## config.mk

```make
export PLATFORM = sky130hd
export DESIGN_NAME = range_classifier
export DESIGN_NICKNAME = d
export VERILOG_FILES = /design/src/rtl/range_classifier.sv
export SDC_FILE = /design/constraint.sdc
export NUM_CORES = 1
export LEC_CHECK = 0
export BUFFER_PORTS_ARGS = -buffer_cell sky130_fd_sc_hd__clkbuf_2
export CAP_MARGIN = 5
export CORE_MARGIN = 5
export CORE_UTILIZATION = 42
export DETAILED_ROUTE_END_ITERATION = 8
export GPL_TIMING_DRIVEN = 1
export HOLD_SLACK_MARGIN = 0.03
export PLACE_DENSITY = 0.76
export SKIP_CTS_REPAIR_TIMING = 1
export SYNTH_ARGS = -nofsm -noshare
export SYNTH_HDL_FRONTEND = slang
export SYNTH_SLANG_ARGS = --single-unit
```

## constraint.sdc

```tcl
create_clock -name clk -period 1.8 [get_ports clk]
set_clock_uncertainty 0.05 [all_clocks]
set_input_delay 0.27 -clock clk [delete_from_list [all_inputs] [get_ports clk]]
set_output_delay 0.27 -clock clk [all_outputs]
set_load 0.01 [all_outputs]
```

## src/rtl/range_classifier.sv

```systemverilog
// Range classifier: bins NUM into below/inside/above and reports the class only after
// PERSIST consecutive agreeing samples. Define RANGE_CLASSIFIER_STATS_EN for per-class counters.
module range_classifier #(
  parameter int unsigned WIDTH   = 4,
  parameter int unsigned LO      = 4,
  parameter int unsigned HI      = 11,
  parameter int unsigned PERSIST = 2,
  parameter int unsigned CNT_W   = 8
) (
  input  logic             clk,
  input  logic             reset,
  input  logic             in_valid,
  input  logic [WIDTH-1:0] NUM,
  output logic [2:0]       OUT,
  output logic             out_valid,
  output logic             changed,
  output logic [CNT_W-1:0] cnt_below,
  output logic [CNT_W-1:0] cnt_inside,
  output logic [CNT_W-1:0] cnt_above
);

  if (LO > HI) begin : g_bad_range
    $error("range_classifier: LO must not exceed HI");
  end
  if (PERSIST < 1) begin : g_bad_persist
    $error("range_classifier: PERSIST must be at least 1");
  end

  localparam int unsigned RUN_W = $clog2(PERSIST + 1);
  localparam logic [RUN_W-1:0] RUN_MAX = RUN_W'(PERSIST);

  typedef enum logic [1:0] {IDLE, STABLE, PENDING} state_t;

  state_t           state_q, state_n;
  logic [2:0]       out_n, cand_q, cand_n, raw;
  logic [RUN_W-1:0] run_q, run_n, run_inc;
  logic             chg_n;

  always_comb begin
    raw = 3'b010;
    if (32'(NUM) < LO)      raw = 3'b001;
    else if (32'(NUM) > HI) raw = 3'b100;
  end

  assign run_inc = run_q + RUN_W'(1);

  always_comb begin
    state_n = state_q;
    out_n   = OUT;
    cand_n  = cand_q;
    run_n   = run_q;
    chg_n   = 1'b0;
    if (in_valid) begin
      case (state_q)
        IDLE: begin
          out_n   = raw;
          chg_n   = 1'b1;
          state_n = STABLE;
        end
        STABLE: begin
          if (raw != OUT) begin
            if (PERSIST == 1) begin
              out_n = raw;
              chg_n = 1'b1;
            end else begin
              cand_n  = raw;
              run_n   = RUN_W'(1);
              state_n = PENDING;
            end
          end
        end
        PENDING: begin
          // candidate is never equal to OUT here, so the match order is unambiguous
          if (raw == cand_q) begin
            if (run_inc == RUN_MAX) begin
              out_n   = cand_q;
              chg_n   = 1'b1;
              cand_n  = '0;
              run_n   = '0;
              state_n = STABLE;
            end else begin
              run_n = run_inc;
            end
          end else if (raw == OUT) begin
            cand_n  = '0;
            run_n   = '0;
            state_n = STABLE;
          end else begin
            cand_n = raw;
            run_n  = RUN_W'(1);
          end
        end
        default: state_n = IDLE;
      endcase
    end
  end

  always_ff @(posedge clk) begin
    if (reset) begin
      state_q   <= IDLE;
      OUT       <= '0;
      cand_q    <= '0;
      run_q     <= '0;
      out_valid <= 1'b0;
      changed   <= 1'b0;
    end else begin
      state_q   <= state_n;
      OUT       <= out_n;
      cand_q    <= cand_n;
      run_q     <= run_n;
      out_valid <= in_valid;
      changed   <= chg_n;
    end
  end

`ifdef RANGE_CLASSIFIER_STATS_EN
  // counts follow the class reported alongside each out_valid, saturating at all-ones
  always_ff @(posedge clk) begin
    if (reset) begin
      cnt_below  <= '0;
      cnt_inside <= '0;
      cnt_above  <= '0;
    end else if (in_valid) begin
      case (out_n)
        3'b001:  if (cnt_below  != '1) cnt_below  <= cnt_below  + CNT_W'(1);
        3'b010:  if (cnt_inside != '1) cnt_inside <= cnt_inside + CNT_W'(1);
        3'b100:  if (cnt_above  != '1) cnt_above  <= cnt_above  + CNT_W'(1);
        default: ;
      endcase
    end
  end
`else
  assign cnt_below  = '0;
  assign cnt_inside = '0;
  assign cnt_above  = '0;
`endif

endmodule
```

* Word-level counts from Yosys, hierarchy flattened
Cells that the tools add are included.
** Operators by class
- Add/sub/neg operators :: 1
- $lt $le $gt $ge :: 2
- Equality and inequality tests :: 11
- Multiplexer cells :: 23
- Bitwise gates (word level) :: 1
- Reduce and logical (&&, ||, !) cells :: 8
** Operators by type and width (count)
- $mux 3 :: 8
- $mux 2 :: 7
- $pmux 3 s2 :: 2
- $reduce_and 4->1 :: 3
- $eq 3x3->1 :: 2
- $ne 2x2->1 const B :: 3
- $ne 3x3->1 const B :: 2
- $pmux 2 s3 :: 1
- $eq 2x2->1 const B :: 2
- $gt 4x4->1 const B :: 1
- $lt 4x3->1 const B :: 1
- $pmux 2 s2 :: 1
- $reduce_bool 2->1 :: 2
- $mux 1 :: 3
- $ne 3x3->1 :: 1
- $reduce_and 3->1 :: 1
- $add 2x1->2 const B :: 1
- $eq 2x1->1 const B :: 1
- $logic_not 2->1 :: 1
- $pmux 1 s2 :: 1
- $reduce_or 2->1 :: 1
- $not 1->1 :: 1
** Storage, ports and cells
- Register bits after elaboration :: 12
- Input port bits :: 7
- Word-level logic and storage cells :: 52

* Longest topological paths before layout
- Word-level depth :: 7
- Gate-level depth with buffers :: 6
- Depth with buffers taken out :: 6

* Least setup slack after synthesis
Ideal clock, no wire load.
- Kind :: input port to flip-flop
- From :: input port NUM[2]
- To :: register state_q[0]
- Data arrival time :: 1.637 ns
- Required time :: 1.632 ns
- Path slack :: -0.005 ns
- Stages on the path :: 6
- Buffers on the path :: 0
- Path through :: inv_1 > ha_1 > xor2_2 > or3_1 > a211o_1 > o2111a_1
** Between the ends
- Word-level cells in the longest chain between the ends :: 6
** RTL lines
- start: declaration :: RTL line 13 : input logic [WIDTH-1:0] NUM,
- $gt 4x4->1 :: RTL line 42 : else if (32'(NUM) > HI) raw = 3'b100;
- $mux 3 :: RTL line 42
- $mux 3 * :: RTL line 41 : if (32'(NUM) < LO) raw = 3'b001;
- $eq 3x3->1, or another cell as far along :: RTL line 74 : if (raw == cand_q) begin
- $ne 3x3->1 (no line), or another cell as far along
- $reduce_and 4->1 (no line) / $pmux 2 s3 (equally long branches)
- end signal: assignment :: RTL line 107 : state_q <= state_n;
- end: declaration :: RTL line 34 : state_t state_q, state_n;
Mark *: on every way between the ends. The rest lies on a longest branch, timed or not.
A chain may end at the register's enable or synchronous reset.

* Worst setup path in the final report
- From :: register cand_q[1]
- To :: register OUT[1]
** Between the ends
- Word-level cells in the longest chain between the ends :: 3
** RTL lines
- start: declaration :: RTL line 35 : logic [2:0] out_n, cand_q, cand_n, raw;
- start signal: assignment :: RTL line 109 : cand_q <= cand_n;
- $eq 3x3->1 / $mux 3 (equally long branches) :: RTL line 74, 75
- $ne 2x2->1 (no line) / $mux 3 (equally long branches)
- $reduce_and 4->1 (no line) / $pmux 3 s2 (equally long branches)
- end signal: assignment :: RTL line 108 : OUT <= out_n;
- end: declaration :: RTL line 14 : output logic [2:0] OUT,
Several ways; a longest one is shown, not always the timed one. The select of a mux whose other input is x is not followed.

==> impl_metrics.tcl <==
set metrics [dict create \
    wl_per_cell_um 11.9 \
    status "completed" \
    drc 0 \
    cap_violations 0 \
    n_antenna_cell 0 \
    rr_endpoint "OUT[1]$_SDFFE_PP0P_" \
    hp-class "in -> reg" \
    crit_fanout 6 \
    final_cell_area_um2 952 \
    coreArea_um2 2000 \
    synth_ff_type "dfxtp_1" \
    drive_gt1_share_pct 23.9 \
    critPathLaunchType "flip-flop" \
    finalHoldViolCount 0 \
    synth_edf_count 0 \
    drtAntennaViolNets 0 \
    dp_hpwl_um 1340 \
    antenna_found_initial 0 \
    netlist_area_um2 896 \
    p_total_uw 714 \
    whs_ns 0.246 \
    drtIter0Drc 5 \
    synth-seq-area-share_pct 26.8 \
    rsz0062_at_grt "no" \
    clk_pin_slew_ns 0.07 \
    finalSetupViolCount 0 \
    holdCritStartpoint "reset" \
    synth-seq-cells 12 \
    timing.reg2reg.setup_slack_ns 0.16 \
    slowest_delay_ns 0.48 \
    endpoint_kind "flip-flop" \
    grt_pass1_vias 614 \
    whs_endpoint "run_q[0]$_SDFFE_PP0P_" \
    io_pins 36 \
    max-vdd-ir-drop_uv 409 \
    total_leakage_power_nw 0.407 \
    die_area_um2 3160 \
    cts_root_buf "clkbuf_4" \
    yosysWarningCount 0 \
    synth_cells 94 \
    syn_avg_cell_area_um2 9.53 \
    clock_latency_ns 0.27 \
    yosys.area.top_type_share_pct 26.8 \
    cts_made_buffers 3 \
    grt_pass1_wl_um 2680 \
    period_needed_ns 1.64 \
    rows 16 \
    synthTopCellsByArea "dfxtp_1 (27%), buf_4 (20%), xor2_2 (5.4%)" \
    synth_common_cells "buf_4 (24), dfxtp_1 (12), a21oi_1 (5)" \
    path_class "reg -> reg" \
    fin_crit_sh_pct 91.1 \
    worstPathRequired_ns 1.92 \
    r2r_start "cand_q[1]$_SDFFE_PP0P_" \
    area_growth_pct 6.28 \
    cts_num_sinks 12 \
    start_util_pct 44.7 \
    grt_start_max_net_pins 9 \
    clock.fmax_mhz 610 \
    track_usage_pct 10.5 \
    holdPathStages 2 \
    cts_max_path_buffers 2 \
    die_w_um 56.2 \
    drv_slew 0 \
    portBuffers 9 \
    first_pass_iters 2 \
    cts_tree "built" \
    slowest_stage "o41ai_4" \
    synth.most_common_cell "buf_4" \
    cellPowerDensity_nw_per_um2 750 \
    synth_top_area_cell "dfxtp_1" \
    place_area_um2 930 \
    fin_nets 120 \
    cp_data_arrival_time_ns 1.76 \
    die_h_um 56.2 \
    async_reset_ff_share_pct 0 \
    reg2reg_depth 4 \
    place_congestion 0.757 \
    htree_levels 1 \
    ys_types 34 \
    drt-total-wl_um 1610 \
    path_cells "xor2_2 > o41ai_4 > a21oi_1 > a311oi_1" \
    num_vias 635 \
    grt_overflow_total 0 \
    vias_per_cell 4.67 \
]
-- worst max-delay path by stage --
stage	slack (ns)	from	cells after the start	to
after floorplan	0.09	NUM[2]	6	state_q[0]$_SDFFE_PP0P_
after global placement	-0.06	NUM[2]	7	state_q[0]$_SDFFE_PP0P_
after detailed placement	-0.13	NUM[2]	7	OUT[1]$_SDFFE_PP0P_
after CTS	0.15	NUM[2]	7	OUT[1]$_SDFFE_PP0P_
after global routing	0.06	cand_q[1]$_SDFFE_PP0P_	4	OUT[0]$_SDFFE_PP0P_
final	0.16	cand_q[1]$_SDFFE_PP0P_	4	OUT[1]$_SDFFE_PP0P_
-- kinds of logic after synthesis --
| logic type | after synthesis | share of synthesized area (%) |
|---|---|---|
| AOI/OAI and AO/OA | 21 | 20.5 |
| xor gates and xnor gates | 6 | 8.38 |
| adders and majority gates | 2 | 2.79 |
| buffers and inverters | 30 | 22.8 |
| DFF | 12 | 26.8 |
| muxes | 3 | 3.35 |
| other | 1 | 0.419 |
| and+or+nand+nor | 19 | 14.9 |
-- state kept, by name, summed over array words and instances, names as in the netlist --
signal / cells
OUT: 3
cand_q: 3
changed: 1
out_valid: 1
run_q: 2
state_q: 2
-- power breakdown --
| part | switching, mW | leakage [nW] | internal (mW) |
|---|---|---|---|
| logic | 0.142 | 0.294 | 0.0989 |
| registers | 0.0224 | 0.0984 | 0.289 |
| clock network | 0.0839 | 0.0138 | 0.0775 |
-- layer usage --
metal | GRT usage [%] | part of all wire (%) | vias to the layer above
met2 | 20.0 | 53 | 20
met3 | 5.10 | 8.3 | 0
met1 | 10.4 | 39 | 299
met5 | 0 | 0 | -
met4 | 1.02 | 0 | 0
li1 | - | - | 316
-- stage by stage --
stage | std cells | util [%] | worst slack, ns | TNS (ns)
3_5_place_dp | 133 | 46.4 | -0.135 | -0.505
2_1_floorplan | 117 | - | 0.0945 | 0
4_1_cts | 136 | 47.6 | 0.148 | 0
6_report | 136 | 47.6 | 0.161 | 0
5_1_grt | 136 | 47.6 | 0.0601 | 0
3_3_place_gp | 133 | 46.4 | -0.0573 | -0.168
-- placed cells by master (no fill, tap or decap), types with 2 or more instances in the layout --
| master | count |
|---|---|
| conb_1 | 24 |
| dfxtp_1 | 12 |
| clkbuf_2 | 9 |
| buf_4 | 6 |
| a21oi_1 | 5 |
| inv_1 | 4 |
| nor2b_1 | 4 |
| xor2_2 | 3 |
| xnor2_1 | 3 |
| nand2_1 | 3 |
| o2bb2ai_1 | 3 |
| mux2i_1 | 3 |
| a311oi_1 | 3 |
| clkbuf_4 | 3 |
| nand2b_1 | 2 |
| and3_1 | 2 |
| nand3_1 | 2 |
-- worst max-delay path: cells and delay by family, from the launching register on --
| kind | cells | cell delay, ns |
|---|---|---|
| AOI/OAI and AO/OA | 3 | 0.89 |
| xor gates and xnor gates | 1 | 0.23 |
| DFF | 1 | 0.36 |
-- final cells by class --
| cell class | count | area [µm²] |
|---|---|---|
| Fill cell | 203 | 1050 |
| Inverter | 4 | 15.0 |
| Timing Repair Buffer | 15 | 90.1 |
| Tap cell | 27 | 33.8 |
| Sequential cell | 12 | 240 |
| Clock buffer | 3 | 22.5 |
| Multi-Input combinational cell | 75 | 551 |
No activity file was read; power rests on OpenSTA's default activity.
